### config.mk
export PLATFORM = sky130hd
export DESIGN_NAME = seg_scan_ctrl_flat
export DESIGN_NICKNAME = d
export VERILOG_FILES = /design/src/rtl/seg_scan_if.sv /design/src/rtl/seg_scan_ctrl.sv /design/src/flat_wrapper.sv
export SDC_FILE = /design/constraint.sdc
export NUM_CORES = 1
export LEC_CHECK = 0
export ABC_AREA = 1
export CAP_MARGIN = 10
export CELL_PAD_IN_SITES_DETAIL_PLACEMENT = 0
export CELL_PAD_IN_SITES_GLOBAL_PLACEMENT = 1
export CORE_ASPECT_RATIO = 0.5
export CORE_MARGIN = 3
export CORE_UTILIZATION = 30
export DETAILED_ROUTE_END_ITERATION = 8
export GPL_TIMING_DRIVEN = 0
export PLACE_DENSITY_LB_ADDON = 0.25
export SETUP_SLACK_MARGIN = 0.3
export SYNTH_ARGS = -nofsm -noshare
export SYNTH_HDL_FRONTEND = slang
export SYNTH_SLANG_ARGS = --single-unit
### constraint.sdc
create_clock -name sys_clk -period 2.6 [get_ports sys_clk]
set_input_delay 0.39 -clock sys_clk [delete_from_list [all_inputs] [get_ports sys_clk]]
set_output_delay 0.39 -clock sys_clk [all_outputs]
set_load 0.05 [all_outputs]
### src/rtl/seg_scan_if.sv
// seg_scan_if: bundles the receive strobe/byte and the display drive lines
// of the 7-segment scan controller. The slave modport is the controller side.
interface seg_scan_if;
  logic       rx_sig;
  logic [7:0] rdata;
  logic [7:0] led_data;
  logic [5:0] led_sel;

  modport master (
    output rx_sig,
    output rdata,
    input  led_data,
    input  led_sel
  );

  modport slave (
    input  rx_sig,
    input  rdata,
    output led_data,
    output led_sel
  );
endinterface

### src/rtl/seg_scan_ctrl.sv
// seg_scan_ctrl: 6-digit common-anode 7-segment scan controller.
// Received bytes shift hex digits into a 6-entry buffer (entry 5 newest);
// the shared segment bus is time-multiplexed over the digits, each slot
// starting with an all-off blank interval to prevent ghosting.
// Optional build macro SEG_ZERO_SUPPRESS_EN enables leading-zero suppression.
module seg_scan_ctrl #(
  parameter int SCAN_DIV  = 50000,
  parameter int BLANK_CYC = 500
) (
  input  logic       sys_clk,
  input  logic       rst_n,
  seg_scan_if.slave  seg
);

  localparam int CNT_W = (SCAN_DIV > 2) ? $clog2(SCAN_DIV) : 1;
  localparam logic [CNT_W-1:0] CNT_LAST   = CNT_W'(SCAN_DIV - 1);
  localparam logic [CNT_W-1:0] BLANK_LAST = CNT_W'(BLANK_CYC - 1);

  typedef enum logic {
    ST_BLANK = 1'b0,
    ST_SHOW  = 1'b1
  } state_t;

  state_t           state_p0, state_d;
  logic [CNT_W-1:0] cnt_p0, cnt_d;
  logic [2:0]       idx_p0, idx_d;

  logic [5:0]       vld_p0;
  logic [3:0]       nib_p0 [6];
  logic [5:0]       blank_d;

  logic [7:0]       led_data_p1, led_data_d;
  logic [5:0]       led_sel_p1, led_sel_d;

  logic             wr_en;
  logic             clr_en;

  // Active-low segment pattern for one hex nibble, dp always off.
  function automatic logic [7:0] seg7(input logic [3:0] nib);
    logic [7:0] pat;
    case (nib)
      4'h0: pat = 8'hC0;
      4'h1: pat = 8'hF9;
      4'h2: pat = 8'hA4;
      4'h3: pat = 8'hB0;
      4'h4: pat = 8'h99;
      4'h5: pat = 8'h92;
      4'h6: pat = 8'h82;
      4'h7: pat = 8'hF8;
      4'h8: pat = 8'h80;
      4'h9: pat = 8'h90;
      4'hA: pat = 8'h88;
      4'hB: pat = 8'h83;
      4'hC: pat = 8'hC6;
      4'hD: pat = 8'hA1;
      4'hE: pat = 8'h86;
      default: pat = 8'h8E;
    endcase
    return pat;
  endfunction

  assign wr_en  = seg.rx_sig && (seg.rdata != 8'hFF);
  assign clr_en = seg.rx_sig && (seg.rdata == 8'hFF);

  // ---- stage p0: receive buffer (valid flags are reset, nibbles are not) ----

  // Valid flags: shift in a set flag on a write, clear all on 0xFF.
  always_ff @(posedge sys_clk or negedge rst_n) begin
    if (!rst_n) begin
      vld_p0 <= '0;
    end else if (clr_en) begin
      vld_p0 <= '0;
    end else if (wr_en) begin
      vld_p0 <= {1'b1, vld_p0[5:1]};
    end
  end

  // Digit nibbles: shift toward entry 0, newest low nibble lands in entry 5.
  always_ff @(posedge sys_clk) begin
    if (wr_en) begin
      for (int i = 0; i < 5; i++) begin
        nib_p0[i] <= nib_p0[i+1];
      end
      nib_p0[5] <= seg.rdata[3:0];
    end
  end

  // Per-digit blanking mask from leading-zero suppression (empty when disabled).
  always_comb begin
    blank_d = '0;
`ifdef SEG_ZERO_SUPPRESS_EN
    blank_d[0] = !vld_p0[0] || (nib_p0[0] == 4'h0);
    for (int i = 1; i < 5; i++) begin
      blank_d[i] = blank_d[i-1] && (!vld_p0[i] || (nib_p0[i] == 4'h0));
    end
    blank_d[5] = 1'b0;
`else
    blank_d = '0;
`endif
  end

  // Scan FSM state, slot counter and digit index registers.
  always_ff @(posedge sys_clk or negedge rst_n) begin
    if (!rst_n) begin
      state_p0 <= ST_BLANK;
      cnt_p0   <= '0;
      idx_p0   <= 3'd0;
    end else begin
      state_p0 <= state_d;
      cnt_p0   <= cnt_d;
      idx_p0   <= idx_d;
    end
  end

  // Next-state logic plus the output values for the upcoming cycle; outputs
  // are decoded from the next state so led_sel/led_data line up with the FSM.
  always_comb begin
    state_d    = state_p0;
    idx_d      = idx_p0;
    cnt_d      = cnt_p0 + CNT_W'(1);
    led_sel_d  = 6'b111111;
    led_data_d = 8'hFF;

    if (cnt_p0 == CNT_LAST) begin
      cnt_d = '0;
    end

    case (state_p0)
      ST_BLANK: begin
        if (cnt_p0 == BLANK_LAST) begin
          state_d = ST_SHOW;
        end
      end
      ST_SHOW: begin
        if (cnt_p0 == CNT_LAST) begin
          state_d = ST_BLANK;
          idx_d   = (idx_p0 == 3'd5) ? 3'd0 : idx_p0 + 3'd1;
        end
      end
      default: state_d = ST_BLANK;
    endcase

    if (state_d == ST_SHOW) begin
      for (int i = 0; i < 6; i++) begin
        if (idx_d == 3'(i)) begin
          led_sel_d[i] = 1'b0;
          if (vld_p0[i] && !blank_d[i]) begin
            led_data_d = seg7(nib_p0[i]);
          end
        end
      end
    end
  end

  // ---- stage p1: registered display outputs ----

  // Output registers: glitch-free drive of the segment and select lines.
  always_ff @(posedge sys_clk or negedge rst_n) begin
    if (!rst_n) begin
      led_sel_p1  <= 6'b111111;
      led_data_p1 <= 8'hFF;
    end else begin
      led_sel_p1  <= led_sel_d;
      led_data_p1 <= led_data_d;
    end
  end

  assign seg.led_sel  = led_sel_p1;
  assign seg.led_data = led_data_p1;

endmodule

### src/flat_wrapper.sv
// flat-port wrapper written by rule: the top's interface ports become plain ports
module seg_scan_ctrl_flat 
#(
  parameter int SCAN_DIV  = 50000,
  parameter int BLANK_CYC = 500
)
  (sys_clk, rst_n, seg_rx_sig, seg_rdata, seg_led_data, seg_led_sel);
  seg_scan_if seg_i ();
  input  logic sys_clk;
  input  logic rst_n;
  input wire logic [$bits(seg_i.rx_sig)-1:0] seg_rx_sig;
  input wire logic [$bits(seg_i.rdata)-1:0] seg_rdata;
  output wire logic [$bits(seg_i.led_data)-1:0] seg_led_data;
  output wire logic [$bits(seg_i.led_sel)-1:0] seg_led_sel;
  assign seg_i.rx_sig = seg_rx_sig;
  assign seg_i.rdata = seg_rdata;
  assign seg_led_data = seg_i.led_data;
  assign seg_led_sel = seg_i.led_sel;
  seg_scan_ctrl #(.SCAN_DIV(SCAN_DIV), .BLANK_CYC(BLANK_CYC)) u_core (.sys_clk(sys_clk), .rst_n(rst_n), .seg(seg_i));
endmodule
### After elaboration in Yosys (flattened, before gate mapping)

Memories as Yosys holds them, arrays and structs flattened.
Index checks and enable logic that the tools add are counted.

| word-level totals | value |
|---|---|
| flip-flop bits (word level) | 40 |
| memory bits (writable) | 24 |
| ROM bits | 672 |
| input port bits | 11 |
| memories kept | 7 |

| operators by class | value |
|---|---|
| $add $sub $neg | 2 |
| equality and inequality tests | 10 |
| mux-type cells | 33 |
| bitwise gates (word level) | 1 |
| reduce and logical (&&, ||, !) cells | 4 |

Memory list:

| name | depth | bits a word | rd ports | clocked after memory_dff | wr ports | line | RTL |
|---|---|---|---|---|---|---|---|
| (no name shown) | 16 | 7 | 1 | 0 | 0 | seg_scan_ctrl.sv:41 | `case (nib)` |
| (no name shown) | 16 | 7 | 1 | 0 | 0 | seg_scan_ctrl.sv:41 |  |
| (no name shown) | 16 | 7 | 1 | 0 | 0 | seg_scan_ctrl.sv:41 |  |
| (no name shown) | 16 | 7 | 1 | 0 | 0 | seg_scan_ctrl.sv:41 |  |
| (no name shown) | 16 | 7 | 1 | 0 | 0 | seg_scan_ctrl.sv:41 |  |
| (no name shown) | 16 | 7 | 1 | 0 | 0 | seg_scan_ctrl.sv:41 |  |
| 1 more memories | -- | -- | -- | -- | -- | -- |  |

Operators with widths:

| kind | count |
|---|---|
| $mux W8 | 15 |
| $mux W6 | 3 |
| $add A16 B1 Y16 const B | 1 |
| $eq A16 B16 Y1 const B | 1 |
| $eq A16 B9 Y1 const B | 1 |
| $mux W16 | 1 |
| $mux W1 | 10 |
| $eq A3 B3 Y1 const B | 3 |
| $mux W3 | 3 |
| $eq A8 B8 Y1 const B | 1 |
| $ne A8 B8 Y1 const B | 1 |
| $eq A3 B2 Y1 const B | 2 |
| $add A3 B1 Y3 const B | 1 |
| $eq A3 B1 Y1 const B | 1 |
| $logic_not A3 Y1 | 1 |
| $logic_and A1 B1 Y1 | 2 |
| $pmux W1 S2 | 1 |
| $reduce_bool A2 Y1 | 1 |
| $not A1 Y1 | 1 |

### Depth between registers and ports, before layout

| logic depth | value |
|---|---|
| depth after elaboration | 19 |
| mapped depth | 17 |
| gate-level depth less buffers | 17 |

### Worst setup path before layout

No wires, ideal clock.

| path | value |
|---|---|
| path kind | reg2reg |
| start | register u_core.cnt_p0[0] |
| end | register u_core.led_data_p1[4] (netlist: u_core.seg.led_data[4]) |
| library setup time | 0.087 ns |
| data arrival time | 1.807 ns |
| slack | 0.707 ns |
| cell stages (with the launch flop) | 18 |
| path buffers | 1 |
| clock period less this slack | 1.893 ns |
| cell sequence | dfrtp_1 -> ha_1 -> nand2_1 -> nor2_1 -> nand3_2 -> nor2_8 -> nand4_2 -> nand2_2 -> nand2_1 -> nor2_4 -> nand2_2 -> buf_6 -> o21ai_1 -> inv_2 -> nand2_1 -> nand2_1 -> nand2_1 -> nand2_1 |

| between the ends | value |
|---|---|
| cells in the longest elaborated chain, start to end | 18 |
| elaborated cells on any way between the ends | 27 |
| those cells by class | eq/ne: 7; mux: 19; reduce/logical: 1 |

Ends and longest elaborated chain:

| what | line | RTL |
|---|---|---|
| start: declaration | seg_scan_ctrl.sv:25 | `logic [CNT_W-1:0] cnt_p0, cnt_d;` |
| start signal: assignment | seg_scan_ctrl.sv:110 | `cnt_p0 <= cnt_d;` |
| $eq A16 B16 Y1 | seg_scan_ctrl.sv:135 | `if (cnt_p0 == CNT_LAST) begin` |
| $mux W3 | seg_scan_ctrl.sv:135 |  |
| $mux W3 | seg_scan_ctrl.sv:128 | `case (state_p0)` |
| $logic_not A3 Y1 | seg_scan_ctrl.sv:145 | `if (idx_d == 3'(i)) begin` |
| $mux W8 | seg_scan_ctrl.sv:145 |  |
| $mux W8 | seg_scan_ctrl.sv:143 | `if (state_d == ST_SHOW) begin` |
| $mux W8 | seg_scan_ctrl.sv:147 | `if (vld_p0[i] && !blank_d[i]) begin` |
| $mux W8 | seg_scan_ctrl.sv:145 |  |
| (+3 left out) | -- |  |
| $mux W8 | seg_scan_ctrl.sv:147 |  |
| $mux W8 | seg_scan_ctrl.sv:145 |  |
| $mux W8 | seg_scan_ctrl.sv:147 |  |
| $mux W8 | seg_scan_ctrl.sv:145 |  |
| $mux W8 | seg_scan_ctrl.sv:147 |  |
| $mux W8 | seg_scan_ctrl.sv:145 |  |
| $mux W8 * | seg_scan_ctrl.sv:143 |  |
| named net u_core.led_data_d[4] | seg_scan_ctrl.sv:32 | `logic [7:0] led_data_p1, led_data_d;` |
| end signal: assignment | seg_scan_ctrl.sv:164 | `led_data_p1 <= led_data_d;` |
| end: declaration | seg_scan_ctrl.sv:32 |  |

The timed path passes the listed nets; every way through them passes the cells marked *. The select of a mux whose other input is x is not followed.
A chain may end at the register's enable or synchronous reset.

### Final worst setup path

| path | value |
|---|---|
| start | register u_core.cnt_p0[1] |
| end | register u_core.led_data_p1[2] (netlist: u_core.seg.led_data[2]) |

The elaborated chain is that of the path after synthesis.

==> run_results.csv <==
group,metric,value,unit
grt,gr-total-overflow,0,
logic_synthesis,synth-main-ff-cell,"dfrtp_1",
critical_path,end_kind,"register",
logic_synthesis,synth.avg_cell_area,7.83,um2
power,clkPwrFrac,44.3,%
logic_synthesis,syn_area,4440,um2
power,combinationalPowerShare,12.9,%
power,p_total,2.60,mW
sta,worst_slew_pin_slew,515,ps
critical_path,cp_max_fo,10,
cts,clkTransAtPathRegs,60,ps
placement,hpwlAfterDp,7.74,mm
detailed_routing,ant_nets,0,
sta,fin_setup_tns,0,ps
logic_synthesis,syn_inst,567,
cts,htreeDepth,3,
detailed_routing,wire_per_inst,12.8,um
power,power.leakage,2.47,nW
critical_path,slowest_stage,"dfrtp_1",
detailed_routing,drc,0,
floorplanning,die_h,92.0,um
critical_path,critPathMaxStageDelay,390,ps
sta,setup_viol,0,
logic_synthesis,ys_warn_count,0,
sta,fin_skew,5.41,ps
logic_synthesis,synth_area_leader_cell,"edfxtp_1",
floorplanning,rows,30,
sta,setup_slack,482,ps
critical_path,cp_data_required_time,2840,ps
sta,period_share,81.5,%
final_layout,fillCellCount,1440,
critical_path,criticalPathCategory,"reg -> reg",
cts,cts_made_buffers,9,
sta,period_needed,2120,ps
power,p_sw,703,uW
logic_synthesis,async_reset_ff_share,61.9,%
cts,cts_sinks,63,
detailed_routing,viasPerCell,4.57,
detailed_routing,drt_iter0_drc,227,
final_layout,multi_input_comb_area,2340,um2
critical_path,ff2ff_setup_slack,480,ps
critical_path,crit_path_cell_trace,"ha_4 > nand2_1 > nor2_1 > nand3_2 > nor2_8 > nand4_2 > nand2_2 > nand2_1 > nor2_4 > nand2_2 > buf_6 > o21ai_1 > inv_1 > nand2_1 > nand2_1 > nand2_1 > nand2_1",
detailed_routing,vias,3708,
floorplanning,initial_core_util,31.7,%
grt,grt_pass1_wl,17.1,mm
floorplanning,top_level_ports,25,
sta,maxSlewViolCount,0,
logic_synthesis,synth_cell_type_count,47,
grt,grt_pass1_vias,3558,
sta,rsz0062_at_grt,"true",
floorplanning,coreArea,14000,um2
logic_synthesis,synthMostInstantiatedCell,"nand2_1",
placement,pre_cts_slack,36.5,ps
job,drv_cap,0,
logic_synthesis,synthTopCellsByCount,"nand2_1 (131), inv_1 (79), nor2_1 (40), ha_1 (37), nand3_1 (37)",
run_status,status,"finished, final reports clean",
logic_synthesis,synth_edf_count,24,
cts,root_buffer,"clkbuf_16",
cts,clkLatencyLatePin,330,ps
final_layout,synthToLayoutAreaGrowth,21.3,%
final_layout,drive_gt1_share,13.9,%
placement,port_buffers,22,
grt,grt_max_degree,31,
detailed_routing,drt_first_pass_iters,4,
logic_synthesis,ys_seq_elements,63,
grt,antenna_found_initial,0,
logic_synthesis,synth_nets,615,
floorplanning,die-area,16400,um2
logic_synthesis,synth_top_area_share,16.2,%
logic_synthesis,yosysSeqAreaShare,38.6,%
cts,cts_tree,"done",
min_path,min_path_cells,0,
detailed_routing,wl,10.4,mm
power,power_density,482,nW/um2
critical_path,crit_top_cell,"nand2_1",
power,swShare,27.1,%
final_layout,final-seq-area,1710,um2
final_layout,layout.nets,663,
floorplanning,die_w,178,um
placement,place_congestion,0.807,
critical_path,worstSetupStartpointType,"register",
sta,hold_viol,0,
grt,grt_use_total,13.0,%
critical_path,cp_data_arrival_time,2360,ps
final_layout,n_antenna_cell,0,
min_path,hp-class,"reg -> reg",
power,cellInternalPower,1.89,mW
power,vdd_drop_max,273,uV
cts,cts_buffer_depth,2,
critical_path,r2r_cells,17,
sta,whs,446,ps
power,p_seq_share,42.8,%
logic_synthesis,synth_area_leaders,"edfxtp_1 (16%), dfrtp_1 (15%), nand2_1 (11%)",
sta,slew_headroom,65.6,%
sta,max_freq,472,MHz
cell usage in the layout (no fill, tap or decap), types with 3 or more instances in the layout:
master           Yosys  final
clkbuf_16            0     10
nor2_1              40     38
nor2_4               2      5
ha_1                37     36
buf_12               0      3
nand4_1             20     20
o21ai_1             10     10
o22ai_1              8      8
dfrtp_1             26     25
inv_2                7      7
a21oi_1             22     22
nor3_1               4      4
o31ai_1              3      3
edfxtp_1            24     24
xor2_1               3      3
o211ai_1             7      7
o21ai_0             32     32
clkinv_2             0      3
dfstp_2             13     13
nand2_1            131    130
nand3_1             37     36
buf_6                3      3
inv_1               79     78
clkbuf_1            12     13
buf_4                3     13
nor4_1               3      3
clkdlybuf4s50_1      0     21
nor2_2               4      3
nand2_2              6      7
layout make-up:
cell class / instances / area share (%)
Multi-Input combinational cell: 396 / 43.4
Sequential cell: 63 / 31.8
Timing Repair Buffer: 36 / 6.69
Inverter: 88 / 6.20
Clock buffer: 11 / 4.72
Tap cell: 192 / 4.46
Buffer: 20 / 2.04
Clock inverter: 5 / 0.557
Timing Repair inverter: 1 / 0.139
worst max-delay path, delay by kind of cell (launching register included):
kind / cells / cell delay [ps]
buf+inv: 2 / 200
fa+ha+maj: 1 / 180
flops: 1 / 390
simple gates: 13 / 1150
compound gates: 1 / 90
per-layer routing:
| layer | global-route usage (%) | wire, um | vias up |
|---|---|---|---|
| li1 | - | - | 1978 |
| met1 | 18.0 | 5390 | 1678 |
| met2 | 20.4 | 4510 | 42 |
| met3 | 3.39 | 353 | 10 |
| met4 | 3.00 | 96 | 0 |
| met5 | 0 | 0 | - |
path summary, 6_finish.rpt:
kind,from,to
min in group asynchronous,rst_n,u_core.cnt_p0[7]$_DFF_PN0_
worst min register to register,u_core.nib_p0[1][2]$_DFFE_PP_,u_core.nib_p0[0][2]$_DFFE_PP_
worst min-delay path,u_core.nib_p0[1][2]$_DFFE_PP_,u_core.nib_p0[0][2]$_DFFE_PP_
worst max-delay path,u_core.cnt_p0[1]$_DFF_PN0_,u_core.seg.led_data[2]$_DFF_PN1_
max in group asynchronous,rst_n,u_core.seg.led_sel[4]$_DFF_PN1_
worst max register to register,u_core.cnt_p0[1]$_DFF_PN0_,u_core.seg.led_data[2]$_DFF_PN1_
power groups by stage:
stage / logic, mW / clock network (mW) / registers, mW
after global routing: 0.384 / 1.24 / 1.12
final: 0.336 / 1.15 / 1.11
after detailed placement: 0.328 / 0 / 1.13
after floorplan: 0.228 / 0 / 1.12
after global placement: 0.326 / 0 / 1.13
after CTS: 0.331 / 1.19 / 1.11
cell families (layout without fill, tap and decap cells):
kind of cell,Yosys count,after routing,synth area share (%)
AND/OR/NAND/NOR,257,257,27.4
buffers and inverters,108,161,9.92
AO/OA/AOI/OAI,97,97,12.9
flip-flops,63,63,38.6
adder cells (fa/ha/maj),37,37,10.4
XOR/XNOR,4,4,0.789
other,1,1,0.0844
repair_timing:
| item | in CTS | in global routing |
|---|---|---|
| resized for setup | 1 | 14 |
| endpoints found under the hold margin | 9 | 0 |
| setup endpoints to repair | 4 | 31 |
| cloned | 0 | 1 |
| hold buffers | 1 | 0 |
| buffers inserted | 1 | 11 |
| pin swaps | 1 | 4 |
state kept, by name (all words and copies together) (netlist names):
register             count
u_core.cnt_p0           16
u_core.seg.led_sel       6
u_core.nib_p0           24
u_core.idx_p0            3
u_core.vld_p0            6
u_core.state_p0          1
u_core.seg.led_data      7
through the flow:
step	utilization, %	cell area [um2]	instances
after floorplan	-	4440	567
after global placement	35.0	4900	781
after detailed placement	35.1	4920	782
after CTS	37.4	5240	800
after global routing	38.5	5390	812
final	38.5	5390	812
Note: power is estimated with default switching activity, not from simulation.
